[src/rtl/cm_pkg.sv]
// Shared types and constants for the two-input merge element.
package cm_pkg;

    // Input-side handshake states
    typedef enum logic {
        IN_IDLE = 1'b0,
        IN_ACK  = 1'b1
    } in_state_t;

    // Output-side handshake states
    typedef enum logic [1:0] {
        OUT_IDLE = 2'b00,
        OUT_SEND = 2'b01,
        OUT_RTZ  = 2'b10
    } out_state_t;

    // Channel identifiers, also used as the source tag on Sel_out
    localparam logic CH_A = 1'b0;
    localparam logic CH_B = 1'b1;

endpackage

[src/rtl/rr_arb2.sv]
// Two-request round-robin arbiter: a lone request wins outright; on a tie the
// channel that did not win last time is granted. Purely combinational so that
// wider merge trees can register the result wherever suits them.
module rr_arb2
    import cm_pkg::*;
(
    input  logic [1:0] req,
    input  logic       last_grant,
    input  logic       en,
    output logic [1:0] gnt
);

    // One-hot grant selection, forced to zero when arbitration is disabled
    always_comb begin
        gnt = 2'b00;
        if (en) begin
            case (req)
                2'b01:   gnt = 2'b01;
                2'b10:   gnt = 2'b10;
                2'b11: begin
                    if (last_grant == CH_A) begin
                        gnt = 2'b10;
                    end else begin
                        gnt = 2'b01;
                    end
                end
                default: gnt = 2'b00;
            endcase
        end else begin
            gnt = 2'b00;
        end
    end

endmodule

[src/rtl/cm_merge.sv]
// Two-input merge element: collects 4-phase Send/Ack tokens from channels a
// and b into a one-entry buffer and re-issues them on a single output stream
// with a tag naming the source channel. Input and output handshakes run as
// independent FSMs that communicate only through the buffer's full flag.
module cm_merge
    import cm_pkg::*;
#(
    parameter int unsigned W = 8
) (
    input  logic         CLK,
    input  logic         MR_n,
    input  logic         Send_in_a,
    input  logic [W-1:0] Data_in_a,
    output logic         Ack_out_a,
    input  logic         Send_in_b,
    input  logic [W-1:0] Data_in_b,
    output logic         Ack_out_b,
    output logic         Send_out,
    output logic [W-1:0] Data_out,
    output logic         Sel_out,
    input  logic         Ack_in,
    output logic         CP
);

    in_state_t    in_state_r;
    in_state_t    in_next_s;
    out_state_t   out_state_r;
    out_state_t   out_next_s;

    logic         full_r;
    logic [W-1:0] buf_r;
    logic         tag_r;
    logic         owner_r;
    logic         last_grant_r;
    logic         ack_a_r;
    logic         ack_b_r;
    logic         send_out_r;
    logic         cp_r;

    logic [1:0]   gnt_s;
    logic         arb_en_s;
    logic         accept_s;
    logic         grant_ch_s;
    logic [W-1:0] grant_data_s;
    logic         owner_send_s;
    logic         release_s;
    logic         drain_s;

    // Arbitrate only when idle with room in the buffer
    assign arb_en_s     = (in_state_r == IN_IDLE) && !full_r;
    assign accept_s     = |gnt_s;
    assign grant_ch_s   = gnt_s[1] ? CH_B : CH_A;
    assign grant_data_s = gnt_s[1] ? Data_in_b : Data_in_a;
    assign owner_send_s = (owner_r == CH_B) ? Send_in_b : Send_in_a;

    rr_arb2 u_arb (
        .req        ({Send_in_b, Send_in_a}),
        .last_grant (last_grant_r),
        .en         (arb_en_s),
        .gnt        (gnt_s)
    );

    // Input FSM next state: capture on grant, then wait for the owner to return to zero
    always_comb begin
        in_next_s = in_state_r;
        release_s = 1'b0;
        case (in_state_r)
            IN_IDLE: begin
                if (accept_s) begin
                    in_next_s = IN_ACK;
                end else begin
                    in_next_s = IN_IDLE;
                end
            end
            IN_ACK: begin
                if (!owner_send_s) begin
                    release_s = 1'b1;
                    in_next_s = IN_IDLE;
                end else begin
                    in_next_s = IN_ACK;
                end
            end
            default: in_next_s = IN_IDLE;
        endcase
    end

    // Output FSM next state: Send_out only rises once Ack_in is seen low
    always_comb begin
        out_next_s = out_state_r;
        drain_s    = 1'b0;
        case (out_state_r)
            OUT_IDLE: begin
                if (full_r && !Ack_in) begin
                    out_next_s = OUT_SEND;
                end else begin
                    out_next_s = OUT_IDLE;
                end
            end
            OUT_SEND: begin
                if (Ack_in) begin
                    drain_s    = 1'b1;
                    out_next_s = OUT_RTZ;
                end else begin
                    out_next_s = OUT_SEND;
                end
            end
            OUT_RTZ: begin
                if (!Ack_in) begin
                    out_next_s = OUT_IDLE;
                end else begin
                    out_next_s = OUT_RTZ;
                end
            end
            default: out_next_s = OUT_IDLE;
        endcase
    end

    // State registers for both FSMs
    always_ff @(posedge CLK or negedge MR_n) begin
        if (!MR_n) begin
            in_state_r  <= IN_IDLE;
            out_state_r <= OUT_IDLE;
        end else begin
            in_state_r  <= in_next_s;
            out_state_r <= out_next_s;
        end
    end

    // Token buffer: filled by the input side, emptied (and zeroed) by the output side
    always_ff @(posedge CLK or negedge MR_n) begin
        if (!MR_n) begin
            full_r <= 1'b0;
            buf_r  <= '0;
            tag_r  <= CH_A;
        end else if (accept_s) begin
            full_r <= 1'b1;
            buf_r  <= grant_data_s;
            tag_r  <= grant_ch_s;
        end else if (drain_s) begin
            full_r <= 1'b0;
            buf_r  <= '0;
            tag_r  <= CH_A;
        end else begin
            full_r <= full_r;
            buf_r  <= buf_r;
            tag_r  <= tag_r;
        end
    end

    // Arbitration history; last_grant resets to b so a wins the first tie
    always_ff @(posedge CLK or negedge MR_n) begin
        if (!MR_n) begin
            owner_r      <= CH_A;
            last_grant_r <= CH_B;
        end else if (accept_s) begin
            owner_r      <= grant_ch_s;
            last_grant_r <= grant_ch_s;
        end else begin
            owner_r      <= owner_r;
            last_grant_r <= last_grant_r;
        end
    end

    // Per-channel acknowledges: raised on capture, dropped when the owner releases
    always_ff @(posedge CLK or negedge MR_n) begin
        if (!MR_n) begin
            ack_a_r <= 1'b0;
            ack_b_r <= 1'b0;
        end else if (accept_s) begin
            ack_a_r <= (grant_ch_s == CH_A);
            ack_b_r <= (grant_ch_s == CH_B);
        end else if (release_s) begin
            ack_a_r <= 1'b0;
            ack_b_r <= 1'b0;
        end else begin
            ack_a_r <= ack_a_r;
            ack_b_r <= ack_b_r;
        end
    end

    // Registered output request and one-cycle capture pulse
    always_ff @(posedge CLK or negedge MR_n) begin
        if (!MR_n) begin
            send_out_r <= 1'b0;
            cp_r       <= 1'b0;
        end else begin
            send_out_r <= (out_next_s == OUT_SEND);
            cp_r       <= accept_s;
        end
    end

    assign Ack_out_a = ack_a_r;
    assign Ack_out_b = ack_b_r;
    assign Send_out  = send_out_r;
    assign Data_out  = buf_r;
    assign Sel_out   = tag_r;
    assign CP        = cp_r;

endmodule
[config.mk]
export PLATFORM = sky130hd
export DESIGN_NAME = cm_merge
export DESIGN_NICKNAME = d
export VERILOG_FILES = /design/src/rtl/cm_pkg.sv /design/src/rtl/rr_arb2.sv /design/src/rtl/cm_merge.sv
export SDC_FILE = /design/constraint.sdc
export NUM_CORES = 1
export LEC_CHECK = 0
export ABC_AREA = 0
export CAP_MARGIN = 10
export CORE_UTILIZATION = 33
export DETAILED_ROUTE_END_ITERATION = 8
export DONT_BUFFER_PORTS = 1
export PLACE_DENSITY = 0.52
export SLEW_MARGIN = 20
export SYNTH_ARGS = -nofsm -noshare
export SYNTH_HDL_FRONTEND = slang
export SYNTH_HIERARCHICAL = 1
export SYNTH_SLANG_ARGS = --single-unit
[constraint.sdc]
create_clock -name CLK -period 2 [get_ports CLK]
set_input_delay 0.3 -clock CLK [delete_from_list [all_inputs] [get_ports CLK]]
set_output_delay 0.3 -clock CLK [all_outputs]
set_load 0.02 [all_outputs]
==> key figures <==
Placed design
  • Buffers on Ports: 0
  • Post-DP HPWL: between 1000 and 1500 µm
  • Setup WS pre-CTS: around 0.49 ns
  • RePlAce Congestion: between 0.6 and 0.7

Worst hold path
  • Hold path start: Ack_in
  • Worst hold endpoint: out_state_r[0]$_DFF_PN0_
  • Hold Crit Class: in -> reg
  • Worst hold path depth: 1

Drt
  • Total Wirelength: around 1600 µm
  • Via density: around 5.5
  • WL per Instance: 15.9 µm
  • Starting DRT DRC Count: 6
  • Iteration count of the initial detailed-routing pass: 2
  • Drc violations: 0
  • Detail Route Antenna Nets: 0
  • Via Count: between 500 and 600

Global route
  • GR Overflow Total: 0
  • GRT Resource Usage Total: between 10 and 15%
  • Vias in the first global route: ~570
  • First-pass GRT wire length: 2570 µm
  • Initial antenna violation count: 0
  • Largest net degree at the start of global routing: 22

Synth
  • Count of different cell masters after synthesis: 23
  • Syn nets: between 90 and 100
  • Post-synthesis sequential area ratio: about 57%
  • Synth Cell Area: approximately 830 µm²
  • Cells after synthesis: 72
  • Ys async rst share: between 90% and 100%
  • Cell taking the most area after synthesis: dfrtp_1
  • Seq cells post-synth: 19
  • Yosys warns: 6
  • EDFF count, synth: 0
  • Most used DFF post-synth: dfrtp_1
  • Main area contributors after synthesis: dfrtp_1 (54%), a221o_1 (9.7%), nand2_1 (5.0%), nor2_1 (5.0%), dfstp_2 (3.2%)
  • Synthesized area per cell: between 10 and 15 µm²
  • Yosys top cell area share: a little over half

STA
  • Final setup margin: roughly 0.47 ns
  • Worst Tran Pin Value: between 0.8 and 0.9 ns
  • Max Transition Viols Final: 0
  • Setup TNS: 0 ns
  • Relative max-transition margin: approximately 43%
  • Fin Hold WS: 0.0427 ns
  • Final setup violating endpoints: 0
  • Min cycle time layout: approximately 1.5 ns
  • Fmax: between 600 and 700 MHz
  • Final hold violations: 0
  • Final period utilization: ~77%
  • Worst clock skew: 0.00716 ns
  • RSZ-0062 raised after global routing: no

Setup path
  • Critical path class: reg -> reg
  • Reg2reg end: Data_out[3]$_DFFE_PN0P_
  • CP max FO: 21
  • FF-to-FF path depth: 6
  • CP Capture Type: flop
  • Startpoint Class: flop
  • Worst R2R Setup Slack: about 0.47 ns
  • Reg-to-reg critical path startpoint: full_r$_DFFE_PN0P_
  • Req. time, crit path: approximately 2.2 ns
  • Worst Path Arrival: about 1.7 ns

Die
  • Core ar.: around 2300 µm²
  • Initial Utilization: a little over a third
  • Die ar.: between 2000 and 3000 µm²
  • I/O Pins: 34
  • Die height: around 52 µm
  • # rows: 17
  • Die Wd: approximately 52 µm

Clock network
  • Total setup buffers inserted after CTS: 0
  • CTS root buf: clkbuf_4
  • Worst-Skew Late Latency: just over 0.3 ns
  • CTS sink cnt: 19
  • Cts bufs inserted: 3
  • H-tree depth: 1
  • Clk slew on worst S/H paths: 0.12 ns
  • TritonCTS clock tree: built
  • CTS Buffer Depth: 2

Cells and area
  • Antenna cells: 0
  • Layout cell share with drive strength beyond 1: between 15 and 20%
  • Largest register FFs: 8
  • Area Growth Syn to Fin: 6.33%
  • Post-layout nets: 97

Pwr
  • P per Cell Area: between 1500 and 2000 nW/µm²
  • IR drop worst, VDD: approximately 0.5 mV
  • P_leak: approximately 0.43 nW

Outcome
  • Status: completed

Flow run
  • Max-cap violations: 0
-- what timing repair did --
item / in CTS / in global routing
gates resized for setup: 0 / 0
endpoints found under the hold margin: 19 / 0
hold buffers: 1 / 0
-- logic make-up after synthesis --
logic type	share of synthesized area, %
and+or+nand+nor	17.0
DFF	57.5
AOI/OAI and AO/OA	17.8
buffers and inverters	5.43
xor gates and xnor gates	1.06
muxes	1.21
-- synthesized netlist by cell type, types with 2 or more instances --
cell type	instances
dfrtp_1	18
a31o_2	2
nand2_1	11
a21oi_1	2
nor3_1	2
a221o_1	8
nor2_1	11
a21o_1	2
inv_1	2
-- per-layer routing --
layer | GRT usage (%) | part of all wire [%]
met4 | 7.89 | 2.5
met3 | 6.73 | 14
met1 | 15.0 | 42
met5 | 0 | 0
met2 | 20.9 | 42
-- where the power goes --
group / switching (W) / leakage (nW) / internal, W
combinational: 0.000188 / 0.177 / 0.000216
clock: 0.000129 / 0.0139 / 0.0000763
sequential: 0.000254 / 0.239 / 0.000556
-- worst max path at each step --
stage,from,to,slack (ns)
after detailed placement,full_r$_DFFE_PN0P_,Data_out[5]$_DFFE_PN0P_,0.49
after CTS,full_r$_DFFE_PN0P_,Data_out[6]$_DFFE_PN0P_,0.47
after global placement,full_r$_DFFE_PN0P_,Data_out[6]$_DFFE_PN0P_,0.55
after global routing,full_r$_DFFE_PN0P_,Data_out[1]$_DFFE_PN0P_,0.36
after floorplan,in_state_r$_DFF_PN0_,Data_out[0]$_DFFE_PN0P_,0.44
final,full_r$_DFFE_PN0P_,Data_out[3]$_DFFE_PN0P_,0.47
-- final cells by class --
cell class / count / area, µm²
clock inverters: 1 / 7.51
fillers: 228 / 1420
multi-input cells: 47 / 308
flip-flops and latches: 19 / 477
inverters: 2 / 7.51
well taps: 28 / 35.0
clock buffers: 3 / 22.5
repair buffers: 3 / 25.0
-- cells in the final DEF, fill, tap and decap left out --
cell / count
dfrtp_1: 18
nor2_1: 11
nand2_1: 11
a221o_1: 8
clkbuf_4: 3
nor3_1: 2
inv_1: 2
a31o_2: 2
a21o_1: 2
buf_4: 2
a21oi_1: 2
xor2_1: 1
and2_1: 1
or2_4: 1
mux2i_1: 1
o21a_1: 1
nand3b_4: 1
nor2b_4: 1
a21o_2: 1
a311oi_1: 1
clkinvlp_4: 1
dlygate4sd3_1: 1
dfstp_2: 1
-- per-stage QoR --
step	utilization [%]	total power (W)	cell area, µm²	instances
finish	38.4	0.00142	882	103
CTS	38.4	0.00144	882	103
detailed placement	36.7	0.00122	842	98
global route	38.4	0.00152	882	103
floorplan	-	0.00116	830	72
global placement	36.7	0.00121	842	98
-- worst max-delay path, stage by stage, from the launching register on --
cell and delay (ns):
dfrtp_1 0.42, nor2_1 0.15, nand2_1 0.06, a21oi_1 0.18, buf_4 0.28, nor2_1 0.07
a221o_1 0.26
Power figures use the tool's default switching activity.
